[src/rtl/vga_fb_scan_arbiter_pkg.sv]
// Shared constants and FSM state type for the framebuffer scan arbiter.
// Geometry is the NES picture; addresses are {row, col} and {bank, col}.
package vga_fb_scan_arbiter_pkg;

  localparam int unsigned NES_W = 256;
  localparam int unsigned NES_H = 240;
  localparam int unsigned PIX_W = 6;
  localparam int unsigned FB_AW = 16;
  localparam int unsigned LB_AW = 9;

  typedef enum logic {
    StIdle,
    StFetch
  } state_e;

endpackage

[src/rtl/vga_fb_rd_pipe.sv]
// Read-return stage: remembers where each framebuffer read belongs and
// turns the RAM data into a line-buffer write one cycle after issue.
module vga_fb_rd_pipe
  import vga_fb_scan_arbiter_pkg::*;
(
  input  logic             i_dclk,
  input  logic             i_clr_n,
  input  logic             i_issue,
  input  logic             i_bank,
  input  logic [7:0]       i_col,
  input  logic [PIX_W-1:0] i_rdata,
  output logic             o_lb_we,
  output logic [LB_AW-1:0] o_lb_addr,
  output logic [PIX_W-1:0] o_lb_data,
  output logic             o_pending
);

  logic       r_valid;
  logic       r_bank;
  logic [7:0] r_col;

  always_ff @(posedge i_dclk) begin
    if (!i_clr_n) begin
      r_valid <= 1'b0;
      r_bank  <= 1'b0;
      r_col   <= '0;
    end else begin
      r_valid <= i_issue;
      if (i_issue) begin
        r_bank <= i_bank;
        r_col  <= i_col;
      end
    end
  end

  assign o_lb_we   = r_valid;
  assign o_lb_addr = {r_bank, r_col};
  assign o_lb_data = i_rdata;
  assign o_pending = r_valid;

endmodule

[src/rtl/vga_fb_scan_arbiter.sv]
// Shares the single-port NES framebuffer between the PPU writer and a
// per-line 256-pixel prefetch into a double-banked VGA line buffer.
module vga_fb_scan_arbiter
  import vga_fb_scan_arbiter_pkg::*;
#(
  parameter int unsigned WR_SLOT_PERIOD = 4,
  parameter int unsigned ACTIVE_LINES   = 480
) (
  input  logic             i_dclk,
  input  logic             i_clr_n,
  input  logic             i_line_start,
  input  logic [9:0]       i_y,
  input  logic             i_wr_req,
  input  logic [FB_AW-1:0] i_wr_addr,
  input  logic [PIX_W-1:0] i_wr_data,
  output logic             o_wr_gnt,
  output logic             o_fb_en,
  output logic             o_fb_we,
  output logic [FB_AW-1:0] o_fb_addr,
  output logic [PIX_W-1:0] o_fb_wdata,
  input  logic [PIX_W-1:0] i_fb_rdata,
  output logic             o_lb_we,
  output logic [LB_AW-1:0] o_lb_addr,
  output logic [PIX_W-1:0] o_lb_data,
  output logic             o_busy,
  output logic             o_overrun
);

  localparam int unsigned SlotW = $clog2(WR_SLOT_PERIOD);
  localparam logic [SlotW-1:0] SlotLast = SlotW'(WR_SLOT_PERIOD - 1);

  state_e           r_state;
  state_e           w_state_nxt;
  logic [7:0]       r_row;
  logic [7:0]       r_col;
  logic             r_bank;
  logic [SlotW-1:0] r_slot_cnt;
  logic             r_overrun;

  logic w_qual;
  logic w_steal;
  logic w_rd;
  logic w_last_rd;
  logic w_pending;
  logic w_busy;
  logic w_start;

  // Odd VGA rows repeat the previous NES row, so only even rows fetch.
  assign w_qual    = i_line_start && (i_y < 10'(ACTIVE_LINES)) && !i_y[0];
  assign w_steal   = (r_state == StFetch) && (r_slot_cnt == SlotLast) && i_wr_req;
  assign w_rd      = (r_state == StFetch) && !w_steal;
  assign w_last_rd = w_rd && (r_col == 8'(NES_W - 1));
  assign w_busy    = (r_state == StFetch) || w_pending;
  assign w_start   = (r_state == StIdle) && (w_state_nxt == StFetch);

  always_ff @(posedge i_dclk) begin
    if (!i_clr_n) begin
      r_state <= StIdle;
    end else begin
      r_state <= w_state_nxt;
    end
  end

  always_comb begin
    w_state_nxt = r_state;
    unique case (r_state)
      StIdle:  if (w_qual && !w_busy) w_state_nxt = StFetch;
      StFetch: if (w_last_rd) w_state_nxt = StIdle;
      default: w_state_nxt = StIdle;
    endcase
  end

  always_comb begin
    o_wr_gnt   = 1'b0;
    o_fb_en    = 1'b0;
    o_fb_we    = 1'b0;
    o_fb_addr  = i_wr_addr;
    o_fb_wdata = i_wr_data;
    unique case (r_state)
      StIdle: begin
        if (i_wr_req) begin
          o_wr_gnt = 1'b1;
          o_fb_en  = 1'b1;
          o_fb_we  = 1'b1;
        end
      end
      StFetch: begin
        o_fb_en = 1'b1;
        if (w_steal) begin
          o_wr_gnt = 1'b1;
          o_fb_we  = 1'b1;
        end else begin
          o_fb_addr = {r_row, r_col};
        end
      end
      default: ;
    endcase
  end

  always_ff @(posedge i_dclk) begin
    if (!i_clr_n) begin
      r_row      <= '0;
      r_col      <= '0;
      r_bank     <= 1'b0;
      r_slot_cnt <= '0;
      r_overrun  <= 1'b0;
    end else begin
      if (w_start) begin
        r_row      <= i_y[8:1];
        r_bank     <= i_y[1];
        r_col      <= '0;
        r_slot_cnt <= '0;
      end else if (r_state == StFetch) begin
        r_slot_cnt <= (r_slot_cnt == SlotLast) ? '0 : r_slot_cnt + SlotW'(1);
        if (w_rd) r_col <= r_col + 8'd1;
      end
      // A request that cannot be served is dropped; the flag records it.
      if (w_qual && w_busy) r_overrun <= 1'b1;
    end
  end

  vga_fb_rd_pipe u_rd_pipe (
    .i_dclk    (i_dclk),
    .i_clr_n   (i_clr_n),
    .i_issue   (w_rd),
    .i_bank    (r_bank),
    .i_col     (r_col),
    .i_rdata   (i_fb_rdata),
    .o_lb_we   (o_lb_we),
    .o_lb_addr (o_lb_addr),
    .o_lb_data (o_lb_data),
    .o_pending (w_pending)
  );

  assign o_busy    = w_busy;
  assign o_overrun = r_overrun;

endmodule
[config.mk]
export PLATFORM = sky130hd
export DESIGN_NAME = vga_fb_scan_arbiter
export DESIGN_NICKNAME = d
export VERILOG_FILES = /design/src/rtl/vga_fb_scan_arbiter_pkg.sv /design/src/rtl/vga_fb_rd_pipe.sv /design/src/rtl/vga_fb_scan_arbiter.sv
export SDC_FILE = /design/constraint.sdc
export NUM_CORES = 1
export LEC_CHECK = 0
export CAP_MARGIN = 20
export CORE_ASPECT_RATIO = 1.4
export CORE_UTILIZATION = 43
export CTS_BUF_LIST = sky130_fd_sc_hd__clkbuf_8
export CTS_CLUSTER_SIZE = 14
export DETAILED_ROUTE_END_ITERATION = 8
export PLACE_DENSITY = 0.87
export SETUP_SLACK_MARGIN = 0.3
export SLEW_MARGIN = 0
export SYNTH_ARGS = -nofsm -noshare
export SYNTH_HDL_FRONTEND = slang
export SYNTH_SLANG_ARGS = --single-unit
[constraint.sdc]
create_clock -name i_dclk -period 4.1 [get_ports i_dclk]
set_input_delay 0.615 -clock i_dclk [delete_from_list [all_inputs] [get_ports i_dclk]]
set_output_delay 0.615 -clock i_dclk [all_outputs]
set_load 0.01 [all_outputs]
# [After elaboration in Yosys (flattened, before gate mapping)]
# Cells that the tools add are included.
[totals] regBits=31 in_bits=42 output_inout_bits=43 wordCells=41
[classes] n_addsub=2 order_cmp=1 n_eq_ne=2 mux=10 n_bitwise=2 n_reduce_logical=15
[op_table] cell="2-to-1 mux 16 bit" n=2
[op_table] cell="< comparator 10 x 9 -> 1 bit (second input constant)" n=1
[op_table] cell="logical AND 1 bit" n=9
[op_table] cell="adder 8 x 1 -> 8 bit (second input constant)" n=1
[op_table] cell="== test 8 bit (second input constant)" n=1
[op_table] cell="case mux 1 bit (2 select lines)" n=3
[op_table] cell="2-to-1 mux 1 bit" n=4
[op_table] cell="logical NOT 1 bit" n=3
[op_table] cell="adder 2 x 1 -> 2 bit (second input constant)" n=1
[op_table] cell="== test 2 bit (second input constant)" n=1
[op_table] cell="2-to-1 mux 2 bit" n=1
[op_table] cell="NOT 1 bit" n=2
[op_table] cell="AND reduction 2 bit" n=1
[op_table] cell="OR reduction 2 bit" n=1
[op_table] cell="logical OR 1 bit" n=1

# [Logic depth before layout (Yosys ltp)]
# Gate-level depths: netlist of run 1.
[logic_depth] depth_word=10 depth_mapped=6 mapped_depth_nobuf=4

# [Hierarchy]
# A second synthesis of run 1 with hierarchy kept.
[unflattened] hier_cells=196 hier_area_um2=1586.5
[by_module_without_submodules] module="vga_fb_scan_arbiter" instances=1 cells_each=158 area_each_um2=1161.1 seq_area_each_um2=400.4
[by_module_without_submodules] module="vga_fb_rd_pipe" instances=1 cells_each=38 area_each_um2=425.4 seq_area_each_um2=200.2

# [Worst setup path after synthesis of run 1]
# Ideal clock, no wire load.
[synth_timing] kind="input to output" start="in i_wr_req" end="out o_fb_addr[3]" arrival_time_ns=1.266 required_time_ns=3.485 slack_ns=2.219 path_stages=4 n_path_buf=1 path_cell_list="a21boi_1 buf_2 nand2_1 nand2_1"
[synth_via] elab_chain_cells=3
[synth_rtl] element="from (decl)" line_no="vga_fb_scan_arbiter.sv:13" rtl="input logic i_wr_req,"
[synth_rtl] element="logical AND 1 bit" line_no="vga_fb_scan_arbiter.sv:50" rtl="assign w_steal = (r_state == StFetch) && (r_slot_cnt == SlotLast) && i_wr_req;"
[synth_rtl] element="2-to-1 mux 16 bit" line_no="vga_fb_scan_arbiter.sv:89" rtl="if (w_steal) begin"
[synth_rtl] element="2-to-1 mux 16 bit" line_no="vga_fb_scan_arbiter.sv:79" rtl="unique case (r_state)"
[synth_rtl] element="to (decl)" line_no="vga_fb_scan_arbiter.sv:19" rtl="output logic [FB_AW-1:0] o_fb_addr,"
# No other way between the ends.

# [Final worst setup path of run 1]
[layout_timing] start="in i_wr_req" end="out o_fb_addr[0]"
# Same word-level chain as after synthesis.

==> flow_summary.rst, run 1 <==
.. list-table::
   :header-rows: 1

   * - Metric
     - Value
   * - Global-route wire length before repair
     - 5580 µm
   * - Met2 Resource Use GR
     - 34.2%
   * - TritonCTS clock tree
     - done
   * - Mean post-synth cell area
     - about 7.8 µm²
   * - Most frequent cell after synthesis
     - sky130_fd_sc_hd__nand2_1
   * - Final setup violation count
     - 0
   * - Seq cells post-synth
     - 30
   * - Remaining antenna violation count after routing
     - 0
   * - Final hold violations
     - 0
   * - Peak Freq
     - slightly above 0.3 GHz
   * - Ratio of routed vias to standard cells
     - just over 5
   * - Relative slew margins
     - 34.0%
   * - Post-route clock period utilization
     - about four fifths
   * - DRC violation count after routing
     - 0
   * - Pre-antenna DRT Iters
     - 4
   * - Final wirelength
     - 3500 µm
   * - Fill count
     - 297
   * - Number of global-route vias before repair
     - 1329
   * - Clock edge transition at the registers on the reported setup and hold paths
     - around 0.060 ns
   * - Most area-hungry cell type in the Yosys netlist
     - sky130_fd_sc_hd__dfxtp_1
   * - Detailed placer's ending HPWL
     - between 2000 and 3000 µm
   * - Leading cell types by count after synthesis
     - sky130_fd_sc_hd__nand2_1 (78), sky130_fd_sc_hd__dfxtp_1 (30), sky130_fd_sc_hd__buf_4 (15)
   * - Cells after Synth
     - 201
   * - Setup repair after global routing missed its margin
     - false
   * - Clock insertion delay at the later pin of the skew report
     - 0.28 ns
   * - Yosys warns
     - 0
   * - Placeable Area
     - roughly 0.0034 mm²
   * - Max Clock Skew
     - 0.00241 ns
   * - Share of synthesized flip-flops with an asynchronous set or reset
     - 0%
   * - Avg WL per Cell
     - 12.2 µm
   * - Count of vias placed by the detailed router
     - ~1500
   * - Slew Viols, Final
     - 0
   * - Largest cells by area after synthesis
     - sky130_fd_sc_hd__dfxtp_1 (38%), sky130_fd_sc_hd__nand2_1 (19%), sky130_fd_sc_hd__buf_4 (7.1%)
   * - Unique masters post-synth
     - 35
   * - Met1 Usage GRT
     - 21.5%
   * - Register area share after synthesis
     - 38.1%
   * - Top-area cell type share of the netlist area
     - 38.1%
   * - Post-synth EDFFs
     - 0
   * - Crit-path cells
     - clkdlybuf4s50_1, a21bo_1, nand2_1, nand2_1, clkdlybuf4s50_1
   * - Nets in the synthesized netlist
     - 245
   * - Pin count of the biggest net entering global routing
     - 32
   * - Startpoint types
     - input port
   * - Max-capacitance violation count
     - 0
   * - Total power density per cell area
     - between 300 and 400 mW/mm²
   * - Total number of H-tree levels
     - 2
   * - Leakage power total
     - 0.868 nW
   * - Main flop type after synthesis
     - sky130_fd_sc_hd__dfxtp_1
   * - Most Used Layer, Global Route
     - met2
   * - Violation count after the first detailed-route iteration
     - 29
   * - Post-CTS Hold Fix Bufs
     - 0
   * - Total CTS buffers
     - 5
   * - Critical Path Slowest Stage Cell
     - sky130_fd_sc_hd__a21bo_1
   * - Worst supply voltage drop on vdd
     - 0.275 mV
   * - Endpoint kind of the worst setup timing path
     - primary output
   * - Met3 track demand over resource in global routing
     - ~6.0%
   * - Worst hold slack after final layout
     - 0.460 ns
   * - GPL Wtd Cong
     - 0.865
   * - CTS root buf
     - sky130_fd_sc_hd__clkbuf_8
   * - Minimum clock period
     - between 3 and 4 ns
   * - Final-layout setup total negative slack
     - 0 ns
   * - Min-Delay Path Class
     - reg2reg
   * - Maximum fanout along the worst path
     - 28
   * - Die X-Extent
     - 53.2 µm
   * - Die area
     - 0.00392 mm²
   * - Transition time at the pin with the least slew margin
     - 0.986 ns
   * - Number of core rows
     - 25
   * - CP max stage delay
     - 0.69 ns
   * - Post-cts gate resize count
     - 0
   * - Area Growth Syn to Fin
     - 39.3%
   * - Number of top-level design ports
     - 85
   * - Ratio of cells with drive above 1 in the final layout
     - 5.69%
   * - Result of the run
     - completed
   * - IO buf count
     - 60
   * - Effective utilization at floorplan
     - 45.8%
   * - Max clock buf depth
     - 2
   * - Initial antenna violation count
     - 0
   * - Post-layout net count
     - 289
   * - DIE HEIGHT
     - 73.6 µm
   * - Ant. Diodes
     - 0
   * - Critical path start-end classification
     - in2out
   * - CP required
     - 3.48 ns
   * - Endpoint arrival time on the critical path
     - roughly 2.6 ns
   * - # clock sinks
     - 30
   * - Overall global routing resource usage
     - 19.6%
   * - Post-CTS repair timing setup buffer count
     - 0
   * - Remaining Overflow, GRT
     - 0
   * - Area of the mapped netlist
     - 0.00158 mm²
worst max-delay path, delay by kind of cell:
kind                   cells  cell delay [ns]
AO/OA/AOI/OAI              1             0.69
AND/OR/NAND/NOR            2             0.22
buffers and inverters      2             1.08
layout by cell type (no fill, tap or decap):
cell type / count
sky130_fd_sc_hd__nand2_1: 78
sky130_fd_sc_hd__clkdlybuf4s50_1: 60
sky130_fd_sc_hd__dfxtp_1: 30
sky130_fd_sc_hd__a21boi_0: 9
sky130_fd_sc_hd__mux2i_1: 9
sky130_fd_sc_hd__a21oi_1: 6
sky130_fd_sc_hd__clkbuf_8: 5
sky130_fd_sc_hd__and2_1: 4
sky130_fd_sc_hd__o31ai_1: 4
sky130_fd_sc_hd__or4_1: 4
sky130_fd_sc_hd__inv_1: 3
sky130_fd_sc_hd__nor2_1: 3
sky130_fd_sc_hd__buf_4: 3
sky130_fd_sc_hd__and4_1: 2
sky130_fd_sc_hd__nor3_1: 2
sky130_fd_sc_hd__a41oi_1: 2
sky130_fd_sc_hd__a21o_1: 2
sky130_fd_sc_hd__nand4_1: 2
sky130_fd_sc_hd__ha_1: 2
sky130_fd_sc_hd__a21boi_2: 1
sky130_fd_sc_hd__a21bo_1: 1
sky130_fd_sc_hd__or2_1: 1
sky130_fd_sc_hd__or2_2: 1
sky130_fd_sc_hd__or2b_1: 1
sky130_fd_sc_hd__or3b_2: 1
sky130_fd_sc_hd__a41o_1: 1
sky130_fd_sc_hd__o311ai_0: 1
sky130_fd_sc_hd__a211oi_1: 1
sky130_fd_sc_hd__o31ai_4: 1
sky130_fd_sc_hd__nor3b_1: 1
sky130_fd_sc_hd__o21a_1: 1
sky130_fd_sc_hd__nand3_1: 1
sky130_fd_sc_hd__xnor2_1: 1
sky130_fd_sc_hd__mux2_2: 1
sky130_fd_sc_hd__bufinv_16: 1
metrics by stage:
stage	power, mW	cells	util (%)	setup WS (ns)	instance area, µm²
global route	0.728	286	63.8	0.721	2200
finish	0.700	286	63.8	0.881	2200
global placement	0.422	278	60.7	0.897	2090
CTS	0.706	286	63.8	0.856	2200
detailed placement	0.424	278	60.7	0.862	2090
floorplan	0.372	201	-	2.22	1580
where the power goes:
part,total (mW),internal (mW),switching [mW]
combinational,0.116,0.0684,0.0477
clock,0.282,0.176,0.106
sequential,0.301,0.297,0.00437
total,0.700,0.542,0.158
sequential cells by signal, summed over array words and instances (netlist names):
| signal | count |
|---|---|
| r_col | 8 |
| r_row | 8 |
| u_rd_pipe.r_col | 8 |
| r_slot_cnt | 2 |
| o_overrun | 1 |
| r_state | 1 |
| u_rd_pipe.o_lb_we | 1 |
| u_rd_pipe.r_bank | 1 |
kinds of logic (layout without fill, tap and decap cells):
group | Yosys count | count (layout) | synth area share, %
and+or+nand+nor | 101 | 101 | 27.9
adders and majority gates | 2 | 2 | 1.59
DFF | 30 | 30 | 38.1
buffers and inverters | 27 | 72 | 10.6
muxes | 10 | 10 | 6.43
xor gates and xnor gates | 1 | 1 | 0.556
AOI/OAI and AO/OA | 30 | 30 | 14.8
path summary, 6_finish.rpt:
kind	from	to	slack (ns)	cells past startpoint
worst max-delay path	i_wr_req	o_fb_addr[0]	0.88	5
worst min register to register	r_row[3]$_SDFFE_PN0P_	r_row[3]$_SDFFE_PN0P_	0.46	2
worst min-delay path	r_row[3]$_SDFFE_PN0P_	r_row[3]$_SDFFE_PN0P_	0.46	2
worst max register to register	r_slot_cnt[0]$_SDFFE_PP0P_	r_col[5]$_SDFFE_PP0P_	2.08	5
layer usage:
layer	share of wire, %	up-vias	wire, µm
met4	1.5	0	51
met5	0	-	0
met3	5.4	5	189
met2	53	45	1840
li1	-	748	-
met1	41	671	1420
cell type report:
type / instances / area (µm²) / share of cell area (%)
Multi-Input combinational cell: 144 / 812 / 37.0
Sequential cell: 30 / 601 / 27.4
Clock inverter: 3 / 37.5 / 1.71
Inverter: 1 / 3.75 / 0.171
Timing Repair Buffer: 63 / 623 / 28.4
Clock buffer: 5 / 68.8 / 3.13
Tap cell: 40 / 50.0 / 2.28
No activity file was read; power rests on OpenSTA's default activity.
==> run 2: changes to the inputs <==
Settings changed: CORE_UTILIZATION 43 to 40, PLACE_DENSITY 0.87 to 0.82.
Clock period 4.1 ns to 3.3 ns, I/O delays scaled along.
==> run 2 against run 1 <==
Effect of this change:
- sequential share of layout area is 0.12 points lower
- clock power grew 23%
- final cell count grew 1.0%
- sequential power rose by 24%
- critical path depth unchanged
- critical path type unchanged
==> flow_summary.rst, run 2 (synthesized netlist as in run 1, its figures left out) <==
.. list-table::
   :header-rows: 1

   * - Metric
     - Value
   * - # clock sinks
     - 30
   * - Endpoint kind of the worst setup timing path
     - primary output
   * - Max clock buf depth
     - 2
   * - GPL Wtd Cong
     - 0.852
   * - Critical path start-end classification
     - in2out
   * - Final wirelength
     - 3360 µm
   * - Worst hold path stage count
     - 2
   * - Area used by sequential logic in the layout
     - 601 µm²
   * - Area of combinational cells with multiple inputs
     - around 810 µm²
   * - Slew Viols, Final
     - 0
   * - Final cell area excluding filler cells
     - 0.00221 mm²
   * - Effective utilization at floorplan
     - 42.5%
   * - Post-CTS repair timing setup buffer count
     - 0
   * - Worst supply voltage drop on vdd
     - 0.368 mV
   * - Startpoint types
     - input port
   * - Hold Crit Endpoint
     - r_row[0]$_SDFFE_PN0P_
   * - Capture instance of the worst register-to-register path
     - r_col[3]$_SDFFE_PP0P_
   * - Min-Delay Path Class
     - reg2reg
   * - Final setup violation count
     - 0
   * - Cell internal pwr
     - 0.674 mW
   * - Comb power frac
     - 16.6%
   * - Reg power frac
     - a little over two fifths
   * - Leakage power total
     - a little under 0.9 nW
   * - Worst setup slack for register-to-register paths
     - 1.46 ns
   * - Setup repair after global routing missed its margin
     - false
   * - Relative slew margins
     - 69.6%
   * - Post-layout net count
     - 290
   * - Final-layout setup total negative slack
     - 0 ns
   * - Remaining Overflow, GRT
     - 0
   * - DIE HEIGHT
     - ~76 µm
   * - Maximum fanout along the worst path
     - 24
   * - Final hold violations
     - 0
   * - Clock edge transition at the registers on the reported setup and hold paths
     - 0.06 ns
   * - Hold Startpoint
     - r_row[0]$_SDFFE_PN0P_
   * - Total number of H-tree levels
     - 2
   * - Pre-antenna DRT Iters
     - 4
   * - Switching fraction of total power
     - 22.2%
   * - Most common library cell in the layout ignoring fill and taps
     - sky130_fd_sc_hd__nand2_1
   * - Avg WL per Cell
     - 11.6 µm
   * - Number of core rows
     - 26
   * - Max-capacitance violation count
     - 0
   * - Clock insertion delay at the later pin of the skew report
     - 0.28 ns
   * - Fill count
     - 366
   * - Total cell area at the placement stage
     - 0.00210 mm²
   * - Overall global routing resource usage
     - about a fifth
   * - Violation count after the first detailed-route iteration
     - 14
   * - Area Growth Syn to Fin
     - 39.9%
   * - Number of top-level design ports
     - 85
   * - Pin count of the biggest net entering global routing
     - 25
   * - Die X-Extent
     - 55.1 µm
   * - Initial antenna violation count
     - 0
   * - Ratio of routed vias to standard cells
     - 4.93
   * - Total power density per cell area
     - 393 mW/mm²
   * - DRC violation count after routing
     - 0
   * - CP required
     - 2.80 ns
   * - Ant. Diodes
     - 0
   * - Post-route clock period utilization
     - 81.5%
   * - Registers with the highest flip-flop counts
     - r_col x8, r_row x8, u_rd_pipe.r_col x8
   * - Transition time at the pin with the least slew margin
     - 0.456 ns
   * - Remaining antenna violation count after routing
     - 0
   * - Total CTS buffers
     - 5
   * - Startpoint of the most critical register-to-register path
     - r_slot_cnt[0]$_SDFFE_PP0P_
   * - Clock network fraction of total power
     - 40.1%
   * - Number of cells on the worst reg-to-reg path
     - 5
   * - Sw Pwr
     - 0.192 mW
   * - Top library cells by usage in the layout, fill and taps aside
     - sky130_fd_sc_hd__nand2_1 (78), sky130_fd_sc_hd__clkdlybuf4s50_1 (60), sky130_fd_sc_hd__dfxtp_1 (30), sky130_fd_sc_hd__a21boi_0 (9), sky130_fd_sc_hd__mux2i_1 (9)
   * - CTS root buf
     - sky130_fd_sc_hd__clkbuf_8
   * - Endpoint arrival time on the critical path
     - 2.20 ns
   * - Detailed placer's ending HPWL
     - 2510 µm
   * - Global-route wire length before repair
     - 6010 µm
   * - Peak Freq
     - about 0.37 GHz
   * - Count of vias placed by the detailed router
     - between 1000 and 1500
   * - Die area
     - about 0.0042 mm²
   * - Minimum clock period
     - 2.69 ns
   * - TritonCTS clock tree
     - done
   * - Max Clock Skew
     - 0.00346 ns
   * - Ratio of cells with drive above 1 in the final layout
     - under 10%
   * - IO buf count
     - 60
   * - Result of the run
     - completed
   * - Placeable Area
     - 0.00371 mm²
   * - Number of global-route vias before repair
     - 1446
## run 2: worst max-delay path by stage
stage | start | end | slack, ns | depth (start not counted)
2_1_floorplan | r_slot_cnt[0]$_SDFFE_PP0P_ | o_fb_addr[3] | 1.65 | 5
3_3_place_gp | i_wr_req | o_fb_addr[10] | 0.44 | 5
3_5_place_dp | i_wr_req | o_fb_addr[5] | 0.41 | 5
4_1_cts | i_wr_req | o_fb_addr[5] | 0.39 | 5
5_1_grt | i_wr_req | o_fb_addr[8] | 0.46 | 5
6_report | i_wr_req | o_fb_addr[8] | 0.61 | 5
## run 2: what timing repair did
| action | 4_1_cts | 5_1_grt |
|---|---|---|
| resized for setup | 0 | 1 |
| endpoints found under the setup margin | 0 | 6 |
| hold buffers | 0 | 0 |
## run 2: worst max-delay path, cell delays in order
cell and delay, ns:
sky130_fd_sc_hd__clkdlybuf4s50_1 0.53, sky130_fd_sc_hd__a21bo_2 0.45, sky130_fd_sc_hd__nand2_1 0.11, sky130_fd_sc_hd__nand2_1 0.08
sky130_fd_sc_hd__clkdlybuf4s50_1 0.53
## run 2: metal layers
metal | vias to the layer above | wire [µm] | GRT usage [%]
met5 | - | 0 | 0
met4 | 0 | 38 | 5.75
met3 | 3 | 195 | 5.39
met2 | 45 | 1750 | 33.9
met1 | 630 | 1370 | 20.1
li1 | 747 | - | -
## run 2: metrics by stage
stage               worst slack (ns)  power [mW]  hold WS (ns)  std cells  util [%]
CTS                            0.393       0.881         0.460        289      59.5
finish                         0.610       0.866         0.457        289      59.5
floorplan                       1.65       0.462         0.435        201         -
global placement               0.441       0.526         0.444        281      56.6
global route                   0.457       0.916         0.485        289      59.5
detailed placement             0.406       0.527         0.449        281      56.6
## run 2: cell type report
cell class,count,area share (%)
Multi-Input combinational cell,144,36.8
Timing Repair Buffer,64,28.6
Sequential cell,30,27.2
Clock buffer,5,3.12
Tap cell,42,2.38
Clock inverter,3,1.70
Inverter,1,0.170
## run 2: power by group through the flow
stage	combinational (mW)	clock, mW	sequential, mW
final	0.144	0.348	0.374
after global routing	0.158	0.382	0.375
after floorplan	0.0806	0	0.381
after CTS	0.146	0.361	0.374
after global placement	0.143	0	0.382
after detailed placement	0.145	0	0.382
==> run 3: changes to the inputs <==
Clock period 3.3 ns to 2.5 ns, I/O delays scaled along.
==> run 3 against run 2 <==
Effect of this change:
- via count rose by 6.1%
- global-route usage rose by 0.79 points
- sequential share of layout area fell by 1.2 points
- critical path type is now reg2out
- critical endpoint is now o_fb_addr[15]
- highest routed layer unchanged
==> flow_summary.rst, run 3 (synthesized netlist as in run 1, its figures left out) <==
.. list-table::
   :header-rows: 1

   * - Metric
     - Value
   * - Worst setup startpoint
     - r_slot_cnt[0]$_SDFFE_PP0P_
   * - Startpoint of the most critical register-to-register path
     - r_slot_cnt[0]$_SDFFE_PP0P_
   * - Final setup violation count
     - 0
   * - # clock sinks
     - 30
   * - Final-layout setup total negative slack
     - 0 ns
   * - Violation count after the first detailed-route iteration
     - 53
   * - Clock network fraction of total power
     - 33.9%
   * - Max-capacitance violation count
     - 0
   * - Top library cells by usage in the layout, fill and taps aside
     - sky130_fd_sc_hd__nand2_1 (78), sky130_fd_sc_hd__clkdlybuf4s50_1 (43), sky130_fd_sc_hd__dfxtp_1 (30), sky130_fd_sc_hd__dlygate4sd2_1 (11)
   * - Cell internal pwr
     - just under 0.8 mW
   * - Placeable Area
     - 0.00371 mm²
   * - Total number of H-tree levels
     - 2
   * - DIE HEIGHT
     - about 76 µm
   * - Leakage power total
     - 0.998 nW
   * - Endpoint arrival time on the critical path
     - 1.71 ns
   * - Avg WL per Cell
     - around 13 µm
   * - Setup ws final
     - 0.417 ns
   * - Critical path start-end classification
     - reg2out
   * - GPL Wtd Cong
     - about 0.8
   * - Transition time at the pin with the least slew margin
     - 0.455 ns
   * - Clock insertion delay at the later pin of the skew report
     - 0.28 ns
   * - Setup repair after global routing missed its margin
     - false
   * - Critical Path Slowest Stage Cell
     - sky130_fd_sc_hd__dfxtp_1
   * - Critical path capture point
     - o_fb_addr[15]
   * - Min-Delay Path Class
     - reg2reg
   * - IO buf count
     - 60
   * - Final hold violations
     - 0
   * - Registers with the highest flip-flop counts
     - r_col x8, r_row x8, u_rd_pipe.r_col x8
   * - Remaining Overflow, GRT
     - 0
   * - Number of core rows
     - 26
   * - Startpoint types
     - register
   * - CP required
     - 2.12 ns
   * - Number of top-level design ports
     - 85
   * - Slew Viols, Final
     - 0
   * - Area Growth Syn to Fin
     - 46.2%
   * - Ant. Diodes
     - 0
   * - Post-route clock period utilization
     - 83.3%
   * - Comb power frac
     - 19.6%
   * - Minimum clock period
     - 2.08 ns
   * - Overall global routing resource usage
     - around a fifth
   * - Remaining antenna violation count after routing
     - 0
   * - Crit path buf inv count
     - 4
   * - Pre-antenna DRT Iters
     - 4
   * - Fill count
     - 346
   * - CP delay by family, top
     - buffers and inverters
   * - Worst Setup Slack post-DPL
     - 0.168 ns
   * - Initial antenna violation count
     - 0
   * - Peak Freq
     - between 0.4 and 0.5 GHz
   * - Number of global-route vias before repair
     - 1405
   * - Final wirelength
     - 3830 µm
   * - Post-layout net count
     - 297
   * - Ratio of routed vias to standard cells
     - 5.13
   * - Ratio of cells with drive above 1 in the final layout
     - 9.09%
   * - Crit-path cells
     - ha_2, a21boi_2, buf_4, buf_12, buf_4, nand2_1, nand2_1, dlygate4sd2_1
   * - Total power density per cell area
     - 461 mW/mm²
   * - Effective utilization at floorplan
     - a little over two fifths
   * - Number of cells on the worst reg-to-reg path
     - 6
   * - Max clock buf depth
     - 2
   * - Endpoint kind of the worst setup timing path
     - primary output
   * - Pin count of the biggest net entering global routing
     - 23
   * - Reg power frac
     - 46.5%
   * - Worst path depth
     - 8
   * - Worst supply voltage drop on vdd
     - between 0.3 and 0.4 mV
   * - Global-route wire length before repair
     - 5990 µm
   * - Maximum fanout along the worst path
     - 10
   * - Most common library cell in the layout ignoring fill and taps
     - sky130_fd_sc_hd__nand2_1
   * - Count of vias placed by the detailed router
     - about 1500
   * - Worst setup slack for register-to-register paths
     - about 0.62 ns
   * - Clock edge transition at the registers on the reported setup and hold paths
     - about 0.060 ns
   * - Total CTS buffers
     - 5
   * - Result of the run
     - completed
   * - Detailed placer's ending HPWL
     - about 2500 µm
   * - CTS root buf
     - sky130_fd_sc_hd__clkbuf_8
   * - Die X-Extent
     - 55.1 µm
   * - Max Clock Skew
     - 0.00320 ns
   * - Sw Pwr
     - 0.267 mW
   * - Relative slew margins
     - a little over two thirds
   * - Capture instance of the worst register-to-register path
     - r_col[3]$_SDFFE_PP0P_
   * - DRC violation count after routing
     - 0
   * - TritonCTS clock tree
     - done
   * - CP max stage delay
     - 0.32 ns
   * - Die area
     - 0.00420 mm²
   * - Switching fraction of total power
     - 25.2%
   * - Post-CTS Hold Fix Bufs
     - 0
run 3: tightest hold or removal path, stage by stage (launching register included):
cell	delay (ns)
sky130_fd_sc_hd__dfxtp_1	0.31
sky130_fd_sc_hd__nand2_1	0.05
sky130_fd_sc_hd__mux2i_1	0.05
run 3: how the worst min path moves through the flow:
stage	start	endpoint	depth (start not counted)
2_1_floorplan	r_row[0]$_SDFFE_PN0P_	r_row[0]$_SDFFE_PN0P_	2
3_3_place_gp	r_row[3]$_SDFFE_PN0P_	r_row[3]$_SDFFE_PN0P_	2
3_5_place_dp	r_row[0]$_SDFFE_PN0P_	r_row[0]$_SDFFE_PN0P_	2
4_1_cts	r_row[0]$_SDFFE_PN0P_	r_row[0]$_SDFFE_PN0P_	2
5_1_grt	r_row[0]$_SDFFE_PN0P_	r_row[0]$_SDFFE_PN0P_	2
6_report	r_row[0]$_SDFFE_PN0P_	r_row[0]$_SDFFE_PN0P_	2
run 3: routing by layer:
layer	GRT usage (%)	share of wire [%]	wire, µm
met3	5.79	6.6	251
met2	33.9	52	2000
met4	10.8	2.4	92
met5	0	0	0
met1	20.0	39	1480
run 3: area by class of cell:
cell class	count	area, µm²	share of cell area (%)
Clock inverter	2	7.51	0.326
Timing Repair Buffer	71	757	32.8
Inverter	1	3.75	0.163
Sequential cell	30	601	26.1
Multi-Input combinational cell	144	815	35.3
Tap cell	42	52.6	2.28
Clock buffer	5	68.8	2.99
run 3: through the flow:
step | instances | total power, mW | cell area, µm² | utilization [%] | hold WS [ns]
floorplan | 201 | 0.610 | 1580 | - | 0.435
global placement | 282 | 0.701 | 2130 | 57.5 | 0.443
detailed placement | 282 | 0.704 | 2130 | 57.5 | 0.447
CTS | 294 | 1.07 | 2280 | 61.5 | 0.458
global route | 295 | 1.11 | 2300 | 62.1 | 0.478
finish | 295 | 1.06 | 2300 | 62.1 | 0.459
run 3: what timing repair did:
| action | CTS | global route |
|---|---|---|
| setup endpoints to repair | 16 | 10 |
| pin swaps | 2 | 1 |
| endpoints found under the hold margin | 0 | 0 |
| gates cloned | 2 | 0 |
| setup buffers | 3 | 1 |
| resized for setup | 13 | 7 |
run 3: power groups by stage:
stage | Sequential, mW | Combinational (mW) | Clock, mW
after floorplan | 0.504 | 0.106 | 0
after global placement | 0.504 | 0.197 | 0
after detailed placement | 0.505 | 0.199 | 0
after CTS | 0.494 | 0.209 | 0.366
after global routing | 0.495 | 0.226 | 0.388
final | 0.494 | 0.208 | 0.360
